===== config.mk =====
export PLATFORM = sky130hd
export DESIGN_NAME = lmg_move_unpacker
export DESIGN_NICKNAME = d
export VERILOG_FILES = /design/src/rtl/lmg_move_unpacker.sv
export SDC_FILE = /design/constraint.sdc
export NUM_CORES = 1
export LEC_CHECK = 0
export CORE_MARGIN = 4
export CORE_UTILIZATION = 38
export CTS_CLUSTER_SIZE = 14
export DETAILED_ROUTE_END_ITERATION = 12
export GPL_TIMING_DRIVEN = 0
export PLACE_DENSITY_LB_ADDON = 0.08
export SLEW_MARGIN = 20
export SYNTH_ARGS = -nofsm -noshare
export SYNTH_HDL_FRONTEND = slang
export SYNTH_SLANG_ARGS = --single-unit

===== constraint.sdc =====
create_clock -name clk -period 3.8 [get_ports clk]
set_input_delay 0.76 -clock clk [delete_from_list [all_inputs] [get_ports clk]]
set_output_delay 0.76 -clock clk [all_outputs]
set_load 0.005 [all_outputs]

===== src/rtl/lmg_move_unpacker.sv =====
// rtl/lmg_move_unpacker.sv - drains 8-slot LMG FIFO words into single legal moves over valid/ready.
// Optional castling/en-passant slot filtering is enabled with LMG_UNPACK_ENP_CAS_EN.
module lmg_move_unpacker #(
  parameter int SLOTS = 8,
  parameter int MV_W  = 19,
  parameter int CNT_W = 8
) (
  input  logic             clk,
  input  logic             reset,
  input  logic             lmg_done,
  input  logic             fifo_empty,
  input  logic [159:0]     fifo_out,
`ifdef LMG_UNPACK_ENP_CAS_EN
  input  logic             lcas_flag,
  input  logic             rcas_flag,
  input  logic [7:0]       enp_flags,
`endif
  output logic             rden,
  output logic             mv_valid,
  input  logic             mv_ready,
  output logic [5:0]       mv_from,
  output logic [5:0]       mv_to,
  output logic [5:0]       mv_flags,
  output logic [CNT_W-1:0] move_count,
  output logic             list_done,
  output logic             busy
);

  localparam int SEL_W = $clog2(SLOTS);
  localparam int FLD_W = MV_W - 1;

  typedef enum logic [2:0] {S_IDLE, S_REQ, S_WAIT, S_EMIT, S_DONE, S_ARM} state_t;

  state_t                      state_q, state_d;
  logic [SLOTS-1:0][FLD_W-1:0] word_q, word_d;
  logic [SLOTS-1:0]            pend_q, pend_d;
  logic [SLOTS-1:0]            slot_ok;
  logic [CNT_W-1:0]            cnt_q, cnt_d;
  logic [SEL_W-1:0]            sel;
  logic                        any_pend;
  logic [FLD_W-1:0]            cur;
  logic                        unused_fifo_hi;

  assign unused_fifo_hi = ^fifo_out[159:SLOTS*MV_W];

  // Only bit 18 is dropped from the stored word; validity lives in the pending mask.
  always_comb begin
    slot_ok = '0;
    word_d  = word_q;
    for (int k = 0; k < SLOTS; k++) begin
      slot_ok[k] = ~fifo_out[(SLOTS-1-k)*MV_W + MV_W-1];
`ifdef LMG_UNPACK_ENP_CAS_EN
      if (fifo_out[(SLOTS-1-k)*MV_W + 16 +: 2] == 2'b01 && !lcas_flag) slot_ok[k] = 1'b0;
      if (fifo_out[(SLOTS-1-k)*MV_W + 16 +: 2] == 2'b10 && !rcas_flag) slot_ok[k] = 1'b0;
      if (fifo_out[(SLOTS-1-k)*MV_W + 15] && !enp_flags[fifo_out[(SLOTS-1-k)*MV_W +: 3]])
        slot_ok[k] = 1'b0;
`endif
      if (state_q == S_WAIT) word_d[k] = fifo_out[(SLOTS-1-k)*MV_W +: FLD_W];
    end
  end

  always_comb begin
    sel = '0;
    for (int k = SLOTS-1; k >= 0; k--) begin
      if (pend_q[k]) sel = k[SEL_W-1:0];
    end
  end

  assign any_pend   = |pend_q;
  assign cur        = word_q[sel];
  assign mv_valid   = (state_q == S_EMIT) && any_pend;
  assign mv_flags   = mv_valid ? cur[17:12] : 6'd0;
  assign mv_from    = mv_valid ? cur[11:6]  : 6'd0;
  assign mv_to      = mv_valid ? cur[5:0]   : 6'd0;
  assign move_count = cnt_q;
  assign busy       = (state_q != S_IDLE) && (state_q != S_ARM);

  always_comb begin
    state_d   = state_q;
    pend_d    = pend_q;
    cnt_d     = cnt_q;
    rden      = 1'b0;
    list_done = 1'b0;
    case (state_q)
      S_IDLE: begin
        if (lmg_done) begin
          cnt_d   = '0;
          state_d = S_REQ;
        end
      end
      S_REQ: begin
        if (!fifo_empty) begin
          rden    = 1'b1;
          state_d = S_WAIT;
        end else begin
          state_d = S_DONE;
        end
      end
      S_WAIT: begin
        pend_d  = slot_ok;
        state_d = S_EMIT;
      end
      S_EMIT: begin
        if (!any_pend) begin
          state_d = S_REQ;
        end else if (mv_ready) begin
          pend_d[sel] = 1'b0;
          if (cnt_q != {CNT_W{1'b1}}) cnt_d = cnt_q + 1'b1;
          // Leaving on the last accept keeps the word-to-word bubble at REQ+WAIT.
          if (pend_d == '0) state_d = S_REQ;
        end
      end
      S_DONE: begin
        list_done = 1'b1;
        state_d   = S_ARM;
      end
      S_ARM: begin
        if (!lmg_done) state_d = S_IDLE;
      end
      default: state_d = S_IDLE;
    endcase
  end

  always_ff @(posedge clk or negedge reset) begin
    if (!reset) begin
      state_q <= S_IDLE;
      word_q  <= '0;
      pend_q  <= '0;
      cnt_q   <= '0;
    end else begin
      state_q <= state_d;
      word_q  <= word_d;
      pend_q  <= pend_d;
      cnt_q   <= cnt_d;
    end
  end

endmodule


==> metrics.md <==
| Metric | Value |
|---|---|
| Num rows | `51` |
| Seq/Total Area, Yosys | `0.527` |
| Syn Area/Cell | `8.36 um^2` |
| Worst Setup Start Kind | `flip-flop` |
| Yosys warning total | `0` |
| Tcrit/Tclk final | `0.978` |
| Max incr delay on CP | `0.53 ns` |
| DR DRC count | `0` |
| R2r endpoint | `word_q[111]$_DFFE_PN0P_` |
| Fin crit period | `3.72 ns` |
| Routed len/inst | `18.2 um` |
| Post-synth EDFFs | `0` |
| Net count of the mapped netlist | `1091` |
| Worst-Margin Slew | `1.11 ns` |
| Port bufs | `186` |
| Post-synthesis simple-gate area fraction | `0.272` |
| Pins Over Slew Limit | `0` |
| Inserted Diodes | `0` |
| Placed Area | `9970 um^2` |
| Layout Skew | `0.0135 ns` |
| CTS tree | `built` |
| Worst setup path class | `reg2out` |
| Setup WS pre-CTS | `0.164 ns` |
| Initial antenna violation count | `0` |
| Outcome | `completed` |
| Slew Limit Headroom | `0.252` |
| Placed cells | `1377` |
| CTS sink count | `163` |
| Die ar. | `22700 um^2` |
| Max FO, Critical Path | `10` |
| Compound-Gate Fraction of Synth Area | `0.135` |
| First-pass GRT wire length | `39.2 mm` |
| Max VDD drop | `0.409 mV` |
| Post-synth cell types | `49` |
| HP Class | `in2async` |
| Die Ht | `151 um` |
| Endpoints failing hold | `0` |
| Chip Width | `151 um` |
| Clk_lat worst skew | `0.43 ns` |
| DP HPWL | `19.1 mm` |
| Global placer's final weighted congestion | `0.837` |
| Reg2reg setup slack | `1.23 ns` |
| Slowest-stage cell, CP | `clkdlybuf4s50_1` |
| Maxcap violations | `0` |
| CTS root buf | `clkbuf_16` |
| Share of layout cells above drive strength 1 | `0.0759` |
| Asr flop ratio synth | `1.00` |
| Remaining global-route overflow | `0` |
| Xor and xnor fraction of the mapped netlist area | `0.00113` |
| Number of synthesized register bits | `163` |
| Reg-to-reg startpoint | `state_q[2]$_DFFE_PN0P_` |
| Mapped Cells | `925` |
| GRT Total Usage | `0.230` |
| Final worst slack | `0.0849 ns` |
| Area of the multi-input gates | `3450 um^2` |
| H-tree Lvls | `4` |
| Largest net degree at the start of global routing | `94` |
| Static leakage | `5.18 nW` |
| Cell area power density | `821 nW/um^2` |
| Via count | `7063` |
| Vias in the first global route | `6964` |
| Synth-to-layout area growth | `39.1%` |
| Starting DRC count in detailed routing | `508` |
| I/O pins | `195` |
| Worst-case reg-to-reg path depth | `8` |
| RSZ-0062 raised after global routing | `true` |
| F_max | `269 MHz` |
| Post-route ant nets | `0` |
| Netlist Area Pre-Place | `7740 um^2` |
| Post-synthesis adder-cell area fraction | `0.00162` |
| Largest family of logic cells by synthesized area | `simple AND/OR/NAND/NOR gates` |
| Starting Density | `0.392` |
| Clock transition at the registers of the reported paths | `0.06 ns` |
| Clk buf depth | `2` |
| Hold buffers post-CTS | `0` |
| Post-Route WL | `25.6 mm` |
| Setup-failing EPs final | `0` |
| Sequential cell area | `4080 um^2` |
| CTS buffer count | `17` |
| Primary FF master, synth | `dfrtp_1` |
| Worst path most repeated cell | `buf_8` |
| Fillers | `1838` |
| Crit-path cells | `buf_6 -> nand2b_4 -> a2111o_1 -> nand2_2 -> buf_8 -> buf_8 -> a211oi_1 -> nor3b_2 -> clkdlybuf4s50_1` |
| DRT Pass-1 Iters | `5` |
| Finished Layout Cells | `1411` |
| Mux cell area share after synthesis | `0.0155` |
| Critical Path RT | `3.04 ns` |
| Final nets | `1299` |
| Post-route design area | `10800 um^2` |
| Critical path arrival | `2.96 ns` |
| Core ar. | `19700 um^2` |
| DR vias/cell | `5.01` |
| Crit end category | `output port` |
## logic make-up after synthesis
family                     Yosys count
xor gates and xnor gates             1
DFF                                163
buffers and inverters               85
muxes                               12
AOI/OAI and AO/OA                  160
adders and majority gates            1
and+or+nand+nor                    503
## critical path, delay by kind of cell (launching register included)
family          cells  cell delay (ns)
compound gates      2             0.58
buf+inv             4             1.01
flops               1             0.37
simple gates        3             0.55
## cell usage after synthesis (4+ instances only)
cell,n,area (um^2)
nor3b_1,6,45.0
a21o_1,6,45.0
o21ai_0,45,225
dfrtp_1,163,4080
buf_6,5,56.3
nand2_1,416,1560
and3_1,33,206
nand3_1,4,20.0
o221ai_1,8,70.1
buf_2,6,30.0
a31oi_1,6,37.5
inv_1,24,90.1
a211o_1,5,43.8
a21oi_1,21,105
clkbuf_1,46,173
a221oi_1,4,35.0
nor4_1,5,31.3
nand2b_1,4,25.0
a211oi_1,37,278
o22ai_1,14,87.6
mux2i_1,12,120
nor2_1,16,60.1
## cell usage in the layout, fill, tap and decap left out, drive strengths merged, types with 12 or more instances in the layout
master,instances
clkdlybuf4s50,177
inv,24
buf,22
o22ai,15
o21ai,47
mux2i,12
and3,33
nand2,417
nor2,16
a21oi,21
dfrtp,163
clkbuf,65
a211oi,37
## per-stage QoR
| stage | TNS (ns) | power [W] | hold WS, ns | utilization |
|---|---|---|---|---|
| 2_1_floorplan | 0 | 0.00542 | 0.437 | - |
| 3_3_place_gp | -819.26 | 0.00687 | 0.450 | 0.504 |
| 3_5_place_dp | 0 | 0.00693 | 0.454 | 0.506 |
| 4_1_cts | -0.00397 | 0.00875 | 0.384 | 0.540 |
| 5_1_grt | -0.0762 | 0.00951 | 0.416 | 0.546 |
| 6_report | 0 | 0.00884 | 0.365 | 0.546 |
## area by class of cell
class / count / area share
multi-input combinational: 677 / 0.321
inverter: 24 / 0.00837
timing repair buffer: 191 / 0.180
tap: 265 / 0.0308
sequential: 163 / 0.379
clock buffer: 22 / 0.0431
clock inverter: 10 / 0.00999
buffer: 59 / 0.0279
## sequential cells by signal, summed over array words and instances (netlist names)
| name | count |
|---|---|
| pend_q | 8 |
| word_q | 144 |
| state_q | 3 |
| move_count | 8 |
## power by group
group | internal [W] | total, W | switching (W) | leakage, nW
Clock | 0.000996 | 0.00169 | 0.000690 | 0.276
Sequential | 0.00256 | 0.00304 | 0.000486 | 2.02
Combinational | 0.00161 | 0.00411 | 0.00250 | 2.88
## how the worst max path moves through the flow
stage	startpoint	end	slack [ns]
after floorplan	pend_q[6]$_DFFE_PN0P_	mv_flags[0]	1.25
after global placement	reset	word_q[51]$_DFFE_PN0P_	-5.05
after CTS	pend_q[6]$_DFFE_PN0P_	mv_to[1]	-0.004
after detailed placement	pend_q[4]$_DFFE_PN0P_	mv_from[2]	0.16
after global routing	pend_q[6]$_DFFE_PN0P_	mv_to[0]	-0.03
final	pend_q[6]$_DFFE_PN0P_	mv_from[2]	0.08
## timing repair
item                       CTS  global route
setup endpoints to repair   18            17
resized for setup           21            36
setup buffers                2             2
pin swaps                    0             3
## per-layer routing
metal	GRT usage	wire [um]	vias up
li1	-	-	3490
met1	0.319	11500	3333
met2	0.375	12300	221
met3	0.0421	1450	19
met4	0.0571	433	0
met5	0	0	-
Note: power is estimated with default switching activity, not from simulation.
==> edit 1, RTL diff (same settings) <==
Put a register stage on the output `mv_flags`. The value now appears one clock later. The other outputs are not delayed to match.
--- a/src/rtl/lmg_move_unpacker.sv
+++ b/src/rtl/lmg_move_unpacker.sv
@@ -71,3 +71,5 @@
   assign mv_valid   = (state_q == S_EMIT) && any_pend;
-  assign mv_flags   = mv_valid ? cur[17:12] : 6'd0;
+  always_ff @(posedge clk) begin
+    mv_flags <= mv_valid ? cur[17:12] : 6'd0;
+  end
   assign mv_from    = mv_valid ? cur[11:6]  : 6'd0;
Formal check against the unedited RTL: not equivalent (Yosys sat finds a counterexample within 4 cycles, from zero or initial values and one cycle with reset low).
==> edit 1 against the unedited design <==
Total power fell by 0.37%. Count of clock-buffer cells in the layout fell by 4. Sequential cell count rose by 6. Clock power rose by 5%. Wire length fell by 0.96%. Cell area rose by 0.56%. Worst setup slack improved by 0.015 ns. Synthesized area rose by 1.6%. Cell count rose by 0.78%. Non-clock buffer count fell by 5. Sequential power rose by 3%. Maximum frequency rose by 0.40%. Largest cell class unchanged. Largest power group unchanged.
==> edit 1: results (changes against the unedited design) <==
stage,metric,value,unit,change
setup_path,timing.reg2reg.worst_path_depth,7,,-1
setup_path,worst_setup_path_endpoint,mv_to[5],,
placed_design,place_worst_setup_slack,0.2566,ns,+0.09250 ns
power_and_ir_drop,power.internal,5.178,mW,+0.29%
timing,worst-slew-pin-transition,0.9117,ns,-0.2030 ns
placed_design,hpwlAfterDp,19.06,mm,about the same
layout,proportion_of_layout_cells_with_a_drive_suffix_above_1,7.813,%,+0.22 points
timing,timing.clock.skew,0.009794,ns,-0.003682 ns
setup_path,setup.reg_to_reg.worst_slack,1.37,ns,+0.14 ns
yosys,postSynthCellCount,932,,+0.76%
layout,syn2layout_area_growth,37.76,%,
power_and_ir_drop,cellLeakagePower,5.081,nW,-1.9%
yosys,leading_cell_types_by_total_area_after_synthesis,"sky130_fd_sc_hd__dfrtp_1 (52%), sky130_fd_sc_hd__nand2_1 (22%), sky130_fd_sc_hd__mux2i_1 (2.5%)",,
yosys,mappedNetlistNets,1098,,+0.64%
layout,fill_cells,1970,,+7.2%
setup_path,critical-path-max-stage-delay,0.50,ns,-0.03 ns
drt,iteration_count_of_the_initial_detailed_routing_pass,8,,+3
drt,wirelength_routed,25.39,mm,-0.96%
placed_design,placement.cell_area,10120,sq um,+1.5%
setup_path,cp_data_arrival_time,2.94,ns,-0.02 ns
yosys,synth_top_area_share,51.90,%,-0.81 points
grt,grt_first_pass_wirelength,40.12,mm,+2.3%
drt,dr_vias,7097,,+0.48%
power_and_ir_drop,vdd_ir_drop_max,0.0003336,V,-18%
yosys,async_flop_share,96.45,%,-3.6 points
layout,final_nets,1305,,+0.46%
setup_path,r2r-end,word_q[14],,
yosys,top_cells_by_count_synth,"sky130_fd_sc_hd__nand2_1 (454), sky130_fd_sc_hd__dfrtp_1 (163), sky130_fd_sc_hd__o21ai_0 (38)",,
yosys,yosysSeqAreaShare,53.43,%,+0.71 points
timing,final.setup.worst_slack,0.09985,ns,+0.01493 ns
grt,global_route.usage.total,22.34,%,-0.67 points
setup_path,critPathLaunch,pend_q[2],,
setup_path,worst_r2r_startpoint,state_q[0],,
drt,starting_drt_drc_count,460,,-9.4%
placed_design,place_congestion,0.8335,,-0.39%
drt,post_drt_wl_per_cell,17.85,um,-1.7%
grt,grt_max_degree,62,,-34%
cts,worst_setup_hold_path_clk_slew,0.07,ns,
placed_design,dpl.cell_count,1390,,+0.94%
status,outcome,finished clean,,
==> edit 1: what timing repair did <==
item	4_1_cts	5_1_grt
gates resized for setup	15	7
pin swaps	1	2
endpoints found under the setup margin	11	12
setup buffers	2	1
==> edit 1: power by group through the flow <==
stage	clock network [mW]	registers [mW]	logic, mW
2_1_floorplan	0	2.97	2.50
4_1_cts	1.79	3.09	3.90
5_1_grt	1.89	3.23	4.37
3_3_place_gp	0	3.11	3.74
3_5_place_dp	0	3.11	3.78
6_report	1.77	3.14	3.90
==> edit 1: per-layer routing <==
metal	vias to the layer above	global-route usage [%]	wire length, um
li1	3485	-	-
met1	3357	31.98	11640
met2	221	34.36	11710
met3	34	4.920	1572
met4	0	6.421	469
met5	-	0	0
==> edit 1: area by class of cell <==
type | instances | share of cell area (%)
repair buffers | 191 | 17.96
inverters | 5 | 0.1734
clock inverters | 14 | 1.468
flip-flops and latches | 169 | 38.78
well taps | 270 | 3.120
multi-input cells | 701 | 31.77
plain buffers | 54 | 2.670
clock buffers | 18 | 4.056
==> edit 1: worst reg2reg max path, delay by kind of cell, from the launching register on <==
kind | cells | cell delay [ns]
buf+inv | 4 | 1.52
simple gates | 3 | 0.53
flops | 1 | 0.32
==> edit 1: how the worst min path moves through the flow <==
stage,start,end,slack [ns],depth (start not counted)
final,reset,move_count[6],0.21,1
after floorplan,word_q[30],word_q[30],0.44,2
after global placement,word_q[108],word_q[108],0.45,2
after global routing,reset,move_count[6],0.22,1
after detailed placement,word_q[35],word_q[35],0.46,2
after CTS,reset,move_count[6],0.22,1
==> edit 1: cells by family (layout without fill, tap and decap cells) <==
logic type               Yosys count  count (layout)  share of synthesized area (%)
AO/OA/AOI/OAI                    130             130                          11.03
XOR/XNOR                           1               1                         0.1115
adder cells (fa/ha/maj)            1               1                         0.1592
buffers and inverters             62             282                          3.773
flip-flops                       169             169                          53.43
multiplexers                      28              28                          3.694
AND/OR/NAND/NOR                  541             541                          27.80
==> edit 1: stage by stage <==
stage / hold WS, ns / setup TNS (ns)
after CTS: 0.2187 / 0
after global placement: 0.4537 / -800.53
after global routing: 0.2199 / 0
final: 0.2058 / 0
after floorplan: 0.4401 / 0
after detailed placement: 0.4563 / 0
==> edit 2, RTL diff (same settings) <==
Without the edit above. Set the parameter `SLOTS` to 4 (it was 8).
--- a/src/rtl/lmg_move_unpacker.sv
+++ b/src/rtl/lmg_move_unpacker.sv
@@ -3,3 +3,3 @@
 module lmg_move_unpacker #(
-  parameter int SLOTS = 8,
+  parameter int SLOTS = 4,
   parameter int MV_W  = 19,
Behaviour: not the same (a bounded check fails within 4 cycles, from zero or initial values and one cycle with reset low).
==> edit 2 against the unedited design <==
Total power shrank 56%. Critical path depth shrank 4. Sequential share of layout area grew 1.9 points. Cell area shrank 49%. Cell count shrank 48%. Non-clock buffer count shrank 114. Worst setup slack gained 0.10 ns. First-iteration DRC count shrank 44%. Synthesized cell count shrank 49%. Wire length shrank 54%. Synthesized area shrank 49%. Sequential cell count shrank 76. Die area shrank 47%.
==> edit 2: results (changes against the unedited design) <==
stage,metric,value,unit,change
status,outcome,finished clean,,
timing,fin_crit_sh,95.01,%,-2.8 points
placed_design,buffer_ports.inserted,110,,-41%
yosys,top_cells_by_count_synth,"sky130_fd_sc_hd__nand2_1 (239), sky130_fd_sc_hd__dfrtp_1 (87), sky130_fd_sc_hd__a21oi_1 (23)",,
power_and_ir_drop,cellLeakagePower,2.558,nW,-51%
layout,final_nets,756,,-42%
setup_path,critical-path-max-stage-delay,0.70,ns,+0.17 ns
timing,timing.clock.skew,0.007703,ns,-0.005773 ns
grt,met3_usage,4.932,%,+0.72 points
setup_path,worst_path_dominant_cell_family,compound AO/OA/AOI/OAI gates,,
placed_design,place_congestion,0.8068,,-3.6%
yosys,yosysSeqAreaShare,55.17,%,+2.5 points
yosys,mappedNetlistNets,634,,-42%
placed_design,hpwlAfterDp,8.401,mm,-56%
setup_path,setup.reg_to_reg.worst_slack,1.79,ns,+0.56 ns
setup_path,cp_data_arrival_time,2.85,ns,-0.11 ns
cts,htree_num_levels,3,,-1
drt,wirelength_routed,11.66,mm,-54%
grt,met2_usage,29.94,%,-7.6 points
cts,insertion_delay,0.36,ns,-0.07 ns
setup_path,timing.reg2reg.worst_path_depth,6,,-2
drt,starting_drt_drc_count,285,,-44%
layout,fill_cells,921,,-50%
grt,grt_max_degree,47,,-50%
grt,grt_first_pass_wirelength,18.29,mm,-53%
yosys,yosys.cell_types.count,37,,-24%
setup_path,r2r-end,word_q[1],,
cts,post_cts.resized_instances,0,,-100%
==> edit 2: worst max-delay path by stage <==
| stage | start | end | cells after the start |
|---|---|---|---|
| global route | pend_q[1] | mv_from[4] | 5 |
| CTS | pend_q[1] | mv_from[4] | 5 |
| floorplan | pend_q[1] | mv_from[0] | 6 |
| global placement | reset | word_q[27] | 1 |
| finish | pend_q[1] | mv_from[4] | 5 |
| detailed placement | pend_q[1] | mv_from[4] | 5 |
==> edit 2: worst register-to-register path: stages (launching register included) <==
cell                       delay, ns
sky130_fd_sc_hd__dfrtp_1        0.39
sky130_fd_sc_hd__buf_2          0.23
sky130_fd_sc_hd__nand2_1        0.17
sky130_fd_sc_hd__nor2_2         0.41
sky130_fd_sc_hd__clkbuf_1       0.51
sky130_fd_sc_hd__nand2_1        0.15
sky130_fd_sc_hd__nand2_1        0.09
==> edit 2: power groups by stage <==
stage / Combinational (mW) / Sequential [mW] / Clock, mW
2_1_floorplan: 1.01 / 1.55 / 0
3_3_place_gp: 1.54 / 1.61 / 0
3_5_place_dp: 1.57 / 1.62 / 0
4_1_cts: 1.58 / 1.61 / 0.757
5_1_grt: 1.77 / 1.67 / 0.794
6_report: 1.57 / 1.61 / 0.741
==> edit 2: per-stage QoR <==
step | power, mW | setup TNS (ns) | area (sq um) | utilization (%) | std cells
2_1_floorplan | 2.565 | 0 | 3946 | - | 468
6_report | 3.928 | 0 | 5468 | 54.93 | 728
4_1_cts | 3.943 | 0 | 5468 | 54.93 | 728
3_5_place_dp | 3.191 | 0 | 5239 | 52.63 | 712
5_1_grt | 4.234 | 0 | 5468 | 54.93 | 728
3_3_place_gp | 3.149 | -103.81 | 5214 | 52.38 | 711
==> edit 2: cell type report <==
type	count	area [sq um]	area share, %
clock inverters	6	91.34	1.670
repair buffers	111	1126	20.59
well taps	133	166.4	3.043
flip-flops and latches	87	2177	39.82
inverters	5	18.77	0.3432
plain buffers	25	116.4	2.128
multi-input cells	351	1634	29.89
clock buffers	10	137.6	2.517
==> edit 2: routing by layer <==
| metal | vias to the layer above | part of all wire [%] |
|---|---|---|
| li1 | 1809 | - |
| met1 | 1742 | 46 |
| met2 | 133 | 45 |
| met3 | 14 | 7.4 |
| met4 | 0 | 1.5 |
| met5 | - | 0 |
==> edit 2: logic make-up after synthesis <==
group	count (synthesis)	synth area share, %
AND/OR/NAND/NOR	276	28.12
flip-flops	87	55.17
AO/OA/AOI/OAI	73	12.71
buffers and inverters	30	3.424
adder cells (fa/ha/maj)	2	0.5707
